`config.mk`:
```
export PLATFORM = sky130hd
export DESIGN_NAME = msg_axis_framer
export DESIGN_NICKNAME = d
export VERILOG_FILES = /design/src/rtl/msg_axis_pkg.sv /design/src/rtl/byte_sum_acc.sv /design/src/rtl/msg_axis_framer.sv
export SDC_FILE = /design/constraint.sdc
export NUM_CORES = 2
export LEC_CHECK = 0
export CAP_MARGIN = 20
export CELL_PAD_IN_SITES_DETAIL_PLACEMENT = 0
export CELL_PAD_IN_SITES_GLOBAL_PLACEMENT = 1
export CORE_AREA = 2 2 377 379
export DETAILED_ROUTE_END_ITERATION = 6
export DIE_AREA = 0 0 379 381
export PLACE_DENSITY_LB_ADDON = 0.1
export SYNTH_ARGS = -nofsm -noshare
export SYNTH_HDL_FRONTEND = slang
export SYNTH_HIERARCHICAL = 1
export SYNTH_SLANG_ARGS = --single-unit
```
`constraint.sdc`:
```
create_clock -name clk -period 41.3 [get_ports clk]
set_input_delay 10.325 -clock clk [delete_from_list [all_inputs] [get_ports clk]]
set_output_delay 10.325 -clock clk [all_outputs]
set_load 0.005 [all_outputs]
```
`src/rtl/msg_axis_pkg.sv`:
```
// Shared types and elaboration helpers for the message AXI-Stream framer
// and the checksum accumulator it shares with the RX checker.
package msg_axis_pkg;

  typedef enum logic [1:0] {
    IDLE = 2'd0,
    CALC = 2'd1,
    SEND = 2'd2
  } state_t;

  localparam int CHK_W   = 8;
  localparam int MAX_BPB = 128;

  function automatic int ceil_div(input int a, input int b);
    return (a + b - 1) / b;
  endfunction

  // Low R lanes of the final beat are valid; a full final beat keeps every lane.
  function automatic logic [MAX_BPB-1:0] last_keep(input int t, input int bpb);
    logic [MAX_BPB-1:0] mask;
    int                 r;
    r = t % bpb;
    if (r == 0) r = bpb;
    mask = '0;
    for (int i = 0; i < MAX_BPB; i++) begin
      if (i < r) mask[i] = 1'b1;
    end
    return mask;
  endfunction

endpackage

```
`src/rtl/byte_sum_acc.sv`:
```
// Modulo-256 accumulator that folds one beat slice of bytes per enabled cycle,
// counting only lanes whose mask bit is set.
module byte_sum_acc
  import msg_axis_pkg::*;
#(
  parameter int BPB = 32
) (
  input  logic               clk,
  input  logic               resetn,
  input  logic               clear,
  input  logic               en,
  input  logic [BPB*8-1:0]   slice,
  input  logic [BPB-1:0]     lane_mask,
  output logic [CHK_W-1:0]   sum_next
);

  logic [CHK_W-1:0] acc_q;

  always_comb begin
    sum_next = acc_q;
    for (int j = 0; j < BPB; j++) begin
      if (lane_mask[j]) sum_next = sum_next + slice[j*8 +: 8];
    end
  end

  always_ff @(posedge clk or negedge resetn) begin
    if (!resetn)    acc_q <= '0;
    else if (clear) acc_q <= '0;
    else if (en)    acc_q <= sum_next;
  end

endmodule

```
`src/rtl/msg_axis_framer.sv`:
```
// Captures a flat message on start, optionally appends an additive checksum,
// and streams it out as AXI4-Stream beats with backpressure and exact tkeep.
module msg_axis_framer
  import msg_axis_pkg::*;
#(
  parameter int DATA_W    = 256,
  parameter int MSG_BYTES = 79,
  parameter int CHK_EN    = 1,
  localparam int BPB      = DATA_W / 8,
  localparam int T        = MSG_BYTES + CHK_EN,
  localparam int NBEATS   = ceil_div(T, BPB),
  localparam int BIDX_W   = (NBEATS > 1) ? $clog2(NBEATS) : 1
) (
  input  logic                   clk,
  input  logic                   resetn,
  input  logic                   start,
  input  logic [MSG_BYTES*8-1:0] msg,
  output logic                   busy,
  output logic                   done,
  input  logic                   tready,
  output logic                   tvalid,
  output logic [DATA_W-1:0]      tdata,
  output logic [BPB-1:0]         tkeep,
  output logic [BPB-1:0]         tstrb,
  output logic                   tlast,
  output logic [BIDX_W-1:0]      beat_idx
);

  localparam int BUF_BYTES = NBEATS * BPB;
  localparam int BUF_W     = BUF_BYTES * 8;
  // Clamped so the checksum write stays in range when CHK_EN=0 and the frame is beat-aligned.
  localparam int CHK_POS   = (MSG_BYTES < BUF_BYTES) ? MSG_BYTES : BUF_BYTES - 1;
  localparam logic [MAX_BPB-1:0] KEEP_FULL = last_keep(T, BPB);
  localparam logic [BPB-1:0]     LAST_KEEP = KEEP_FULL[BPB-1:0];
  localparam logic [BIDX_W-1:0]  LAST_IDX  = BIDX_W'(NBEATS - 1);

  state_t              state, state_next;
  logic [BUF_W-1:0]    buf_q;
  logic [BIDX_W-1:0]   calc_cnt;
  logic [DATA_W-1:0]   calc_slice, send_slice;
  logic [BPB-1:0]      calc_mask;
  logic [CHK_W-1:0]    sum_next;
  logic                calc_last, send_last, handshake;

  assign calc_last = (calc_cnt == LAST_IDX);
  assign send_last = (beat_idx == LAST_IDX);
  assign handshake = (state == SEND) && tready;

  always_ff @(posedge clk or negedge resetn) begin
    if (!resetn) state <= IDLE;
    else         state <= state_next;
  end

  always_comb begin
    state_next = state;
    case (state)
      IDLE: if (start) state_next = (CHK_EN != 0) ? CALC : SEND;
      CALC: if (calc_last) state_next = SEND;
      SEND: if (handshake && send_last) state_next = IDLE;
      default: state_next = IDLE;
    endcase
  end

  always_comb begin
    busy   = (state != IDLE);
    tvalid = (state == SEND);
    tlast  = tvalid && send_last;
    tkeep  = '0;
    if (tvalid) tkeep = send_last ? LAST_KEEP : '1;
    tstrb  = tkeep;
    send_slice = buf_q[beat_idx*DATA_W +: DATA_W];
    tdata  = '0;
    for (int j = 0; j < BPB; j++) begin
      if (tkeep[j]) tdata[j*8 +: 8] = send_slice[j*8 +: 8];
    end
  end

  // The checksum lane and padding are excluded from the sum.
  always_comb begin
    calc_slice = buf_q[calc_cnt*DATA_W +: DATA_W];
    calc_mask  = '0;
    for (int j = 0; j < BPB; j++) begin
      calc_mask[j] = (int'(calc_cnt) * BPB + j) < MSG_BYTES;
    end
  end

  byte_sum_acc #(.BPB(BPB)) u_sum (
    .clk       (clk),
    .resetn    (resetn),
    .clear     ((state == IDLE) && start),
    .en        (state == CALC),
    .slice     (calc_slice),
    .lane_mask (calc_mask),
    .sum_next  (sum_next)
  );

  always_ff @(posedge clk or negedge resetn) begin
    if (!resetn) begin
      buf_q    <= '0;
      beat_idx <= '0;
      calc_cnt <= '0;
      done     <= 1'b0;
    end else begin
      done <= handshake && send_last;
      case (state)
        IDLE: begin
          if (start) begin
            buf_q    <= BUF_W'(msg);
            beat_idx <= '0;
            calc_cnt <= '0;
          end
        end
        CALC: begin
          calc_cnt <= calc_cnt + 1'b1;
          if (calc_last && (CHK_EN != 0)) buf_q[CHK_POS*8 +: 8] <= sum_next;
        end
        SEND: begin
          if (handshake) beat_idx <= send_last ? '0 : beat_idx + 1'b1;
        end
        default: ;
      endcase
    end
  end

endmodule

```
==> results.md <==
- The effective utilization at floorplan is around a third.
- The run finished with clean final reports.
- The count of buffering cells on the critical path with inverters included is 7.
- The tree is rooted in a sky130_fd_sc_hd__clkbuf_16.
- The share of the Yosys chip area taken by registers is 33.9%.
- The async set-reset flop share out of synthesis is 100%.
- The global-route usage over all layers is 26.6%.
- The total half-perimeter wirelength after legalization and detailed placement is 146 mm.
- Yosys mapped the design onto between 90 and 100 distinct sky130hd cell types.
- Pin placement for this block handled 962 I/O pins.
- The initial antenna violation count was 34.
- Setup violations remaining at the end of the flow were counted as 0.
- The quantity of gates resized following cts is 0.
- For the pin with the worst max-slew slack, the measured transition is 1.25 ns.
- The arrival time at the worst endpoint is between 30 and 40 ns.
- The global-route wire length before repair is 292 mm.
- The count of hold buffers inserted by post-cts repair is 0.
- Dividing the final minimum period by the clock period gives 84.3%.
- The required time at the worst-slack endpoint is 41.83 ns.
- After clock tree synthesis, the clock-pin slew on the worst setup and hold paths is 0.06 ns.
- The fraction of synthesized cell area taken by the top area cell type is roughly 34%.
- The most numerous cell on the critical path is sky130_fd_sc_hd__ha_1.
- The final hold violation count is 0.
- The multi-input combinational cells in the finished layout cover a total of around 29,000 um2.
- The largest incremental delay on the critical path is 0.75 ns.
- Timing would allow up to about 29 MHz.
- The tightest min-delay check is of the reg2reg type.
- After clock tree synthesis, the setup repair step added 0 buffers.
- The maximum fanout encountered on the critical timing path is 75.
- After synthesis, the cell types taking the most area are sky130_fd_sc_hd__dfrtp_1 34%, sky130_fd_sc_hd__nand2_1 17%, sky130_fd_sc_hd__mux2i_1 11%, sky130_fd_sc_hd__ha_1 5.8%, sky130_fd_sc_hd__nor2_1 4.2%.
- The combined area of all synthesized cells is 48,400 um2.
- Across the routed clock network, the largest skew measured is 0.0314 ns.
- The signed area change from the synthesized netlist to the final layout is 27.4%.
- Measured along the x axis, the die boundary spans 379 um.
- The largest individual stage delay along the critical path comes from the cell sky130_fd_sc_hd__dfrtp_4.
- The count of buffers from port buffering is ~960.
- The TritonCTS clock tree is yes.
- The gate count of the mapped netlist is 6,190.
- The net count after synthesis is 7,084.
- The number of design rule violations left after detail routing is 0.
- Counting instances in the post-synthesis netlist gives the leading cell types as 2,207 x sky130_fd_sc_hd__nand2_1, 655 x sky130_fd_sc_hd__dfrtp_1, 541 x sky130_fd_sc_hd__nor2_1.
- Setup repair after global routing left no endpoint under its margin.
- Routability-driven placement finished with a final weighted congestion of approximately 0.90.
- The die covers 144,000 um2.
- Yosys printed 6 warnings.
- Dividing the detail-routed wire length by the instance count gives 22.4 um.
- The biggest area consumer among synthesized cells is sky130_fd_sc_hd__dfrtp_1.
- For this run, the leading register cell type out of synthesis is sky130_fd_sc_hd__dfrtp_1.
- The maximum buffer depth of the clock tree is 3.
- The die is 381 um tall.
- The launching element type of the critical path is a register.
- The number of design-rule violations left by the first detailed-router iteration is 2,943.
- The ratio of cells with drive above 1 in the final layout is 4.19%.
- Summing all flip-flop and latch instances after layout gives 16,400 um2.
- At the end of the flow, the number of nets in the layout was 7,773.
- The count of nets left with antenna violations once routing finished came out at 0.
- The overall routed net length is 198 mm.
- The largest net degree at the start of global routing is 204.
- Subtracting the final worst setup slack from the clock period gives 34.80 ns.
- The clock reaches the later pin of the worst-skew pair after 0.70 ns.
- The number of enable-type register cells in the synthesized netlist is 0.
- The number of maximum-capacitance constraint violations is 0.
- The length of the first detailed-routing pass in iterations is 5.
- The final count of pins violating max slew came to 0.
- The layout has 14,400 filler cells.
- Grouping stages by cell kind, the critical path spends the most delay in compound AO/OA/AOI/OAI gates.
- After floorplanning, the core was sized to cover 141,000 um2.
- The floorplan has 138 rows.
- Clock tree synthesis inserted a total of 86 buffers.
- The worst setup path is captured at a register.
- The worst setup path is of the reg2reg kind.
- Measured against its own limit, the worst slew margin works out to 17.0%.
- The total number of vias is 45,100.
- Among all cell types in the netlist, the one instantiated most often is sky130_fd_sc_hd__nand2_1.
- Global routing finished with a remaining overflow of 0.
- Adding up every negative setup slack in the final design gives 0 ns.
- The mean post-synth cell area is 7.82 um2.
- The via count of the first global-routing pass is 45,100.
- The number of storage elements in the synthesis netlist is 655.
- Using the TritonRoute via totals, the vias-per-cell ratio works out to 5.09.
- The total number of clock tree sinks is 655.
- The H-tree was split into 3 levels.
==> layout by cell type, fill, tap and decap left out, types with 20 or more instances in the layout <==
cell type,n
sky130_fd_sc_hd__a21oi_1,129
sky130_fd_sc_hd__dfrtp_1,651
sky130_fd_sc_hd__nor2_1,540
sky130_fd_sc_hd__clkbuf_16,87
sky130_fd_sc_hd__nand3_1,39
sky130_fd_sc_hd__fa_1,32
sky130_fd_sc_hd__a211oi_1,21
sky130_fd_sc_hd__xnor2_1,110
sky130_fd_sc_hd__a2bb2oi_1,130
sky130_fd_sc_hd__inv_1,172
sky130_fd_sc_hd__mux2i_1,534
sky130_fd_sc_hd__o21a_1,44
sky130_fd_sc_hd__o21ai_0,258
sky130_fd_sc_hd__buf_4,51
sky130_fd_sc_hd__mux2_2,45
sky130_fd_sc_hd__clkdlybuf4s50_1,960
sky130_fd_sc_hd__ha_1,226
sky130_fd_sc_hd__clkbuf_1,23
sky130_fd_sc_hd__nand2b_1,46
sky130_fd_sc_hd__o21bai_1,20
sky130_fd_sc_hd__a21o_1,64
sky130_fd_sc_hd__o211ai_1,21
sky130_fd_sc_hd__nor2b_1,56
sky130_fd_sc_hd__nand2_1,2207
sky130_fd_sc_hd__xor2_1,52
sky130_fd_sc_hd__nor3_1,49
==> logic make-up after synthesis <==
family,count (synthesis),synth area share [%]
AOI/OAI and AO/OA,878,12.3
and+or+nand+nor,3047,25.1
muxes,585,12.3
buffers and inverters,599,5.99
DFF,655,33.9
adders and majority gates,258,7.17
xor gates and xnor gates,168,3.21
==> stage by stage <==
| step | util (%) | cells | hold WS, ns | instance area (um2) | setup WS, ns |
|---|---|---|---|---|---|
| floorplan | - | 6190 | 0.466 | 48400 | 11.03 |
| global placement | 41.8 | 8680 | 0.480 | 58700 | 7.53 |
| detailed placement | 41.8 | 8680 | 0.484 | 58700 | 6.88 |
| CTS | 43.8 | 8837 | 0.498 | 61600 | 6.78 |
| global route | 43.9 | 8849 | 0.513 | 61600 | 3.99 |
| finish | 43.9 | 8851 | 0.495 | 61600 | 6.50 |
==> metal layers <==
metal  up-vias  global-route usage (%)  routed length (um)
li1      21900                       -                   -
met1     21800                    35.5               89100
met2      1101                    44.5               94600
met3       191                    4.64               10700
met4        30                    5.94                3290
met5         -                       0                 193
==> cell type report <==
cell class | count | share of cell area (%)
multi-input combinational | 4936 | 47.2
sequential | 655 | 26.6
timing repair buffer | 1018 | 16.4
clock buffer | 127 | 4.05
tap | 1890 | 3.84
inverter | 182 | 1.14
clock inverter | 30 | 0.633
antenna | 13 | 0.0528
==> registers in the layout, indices dropped and copies added (netlist names) <==
signal       count
buf_q          640
u_sum/acc_q      8
beat_idx         2
calc_cnt         2
state            2
done             1
==> path summary, 6_finish.rpt <==
check                                  from        endpoint  depth (start not counted)  slack [ns]
worst max-delay path            calc_cnt[1]  u_sum/acc_q[7]                        162        6.50
worst min-delay path             buf_q[181]      buf_q[181]                          2        0.49
worst max register to register  calc_cnt[1]  u_sum/acc_q[7]                        162        6.50
worst min register to register   buf_q[181]      buf_q[181]                          2        0.49
max in group asynchronous            resetn      buf_q[414]                          5       27.87
min in group asynchronous            resetn      buf_q[283]                          1        9.69
==> worst reg2reg max path, delay by kind of cell, from the launching register on <==
kind,cells,cell delay (ns)
buf+inv,7,0.83
compound gates,69,11.95
xor+xnor,16,3.05
flops,1,0.75
mux,11,2.86
fa+ha+maj,32,10.32
simple gates,27,4.87
Power is not shown: default switching activity piles up to over one toggle a cycle in this logic, so the estimate is an artifact.
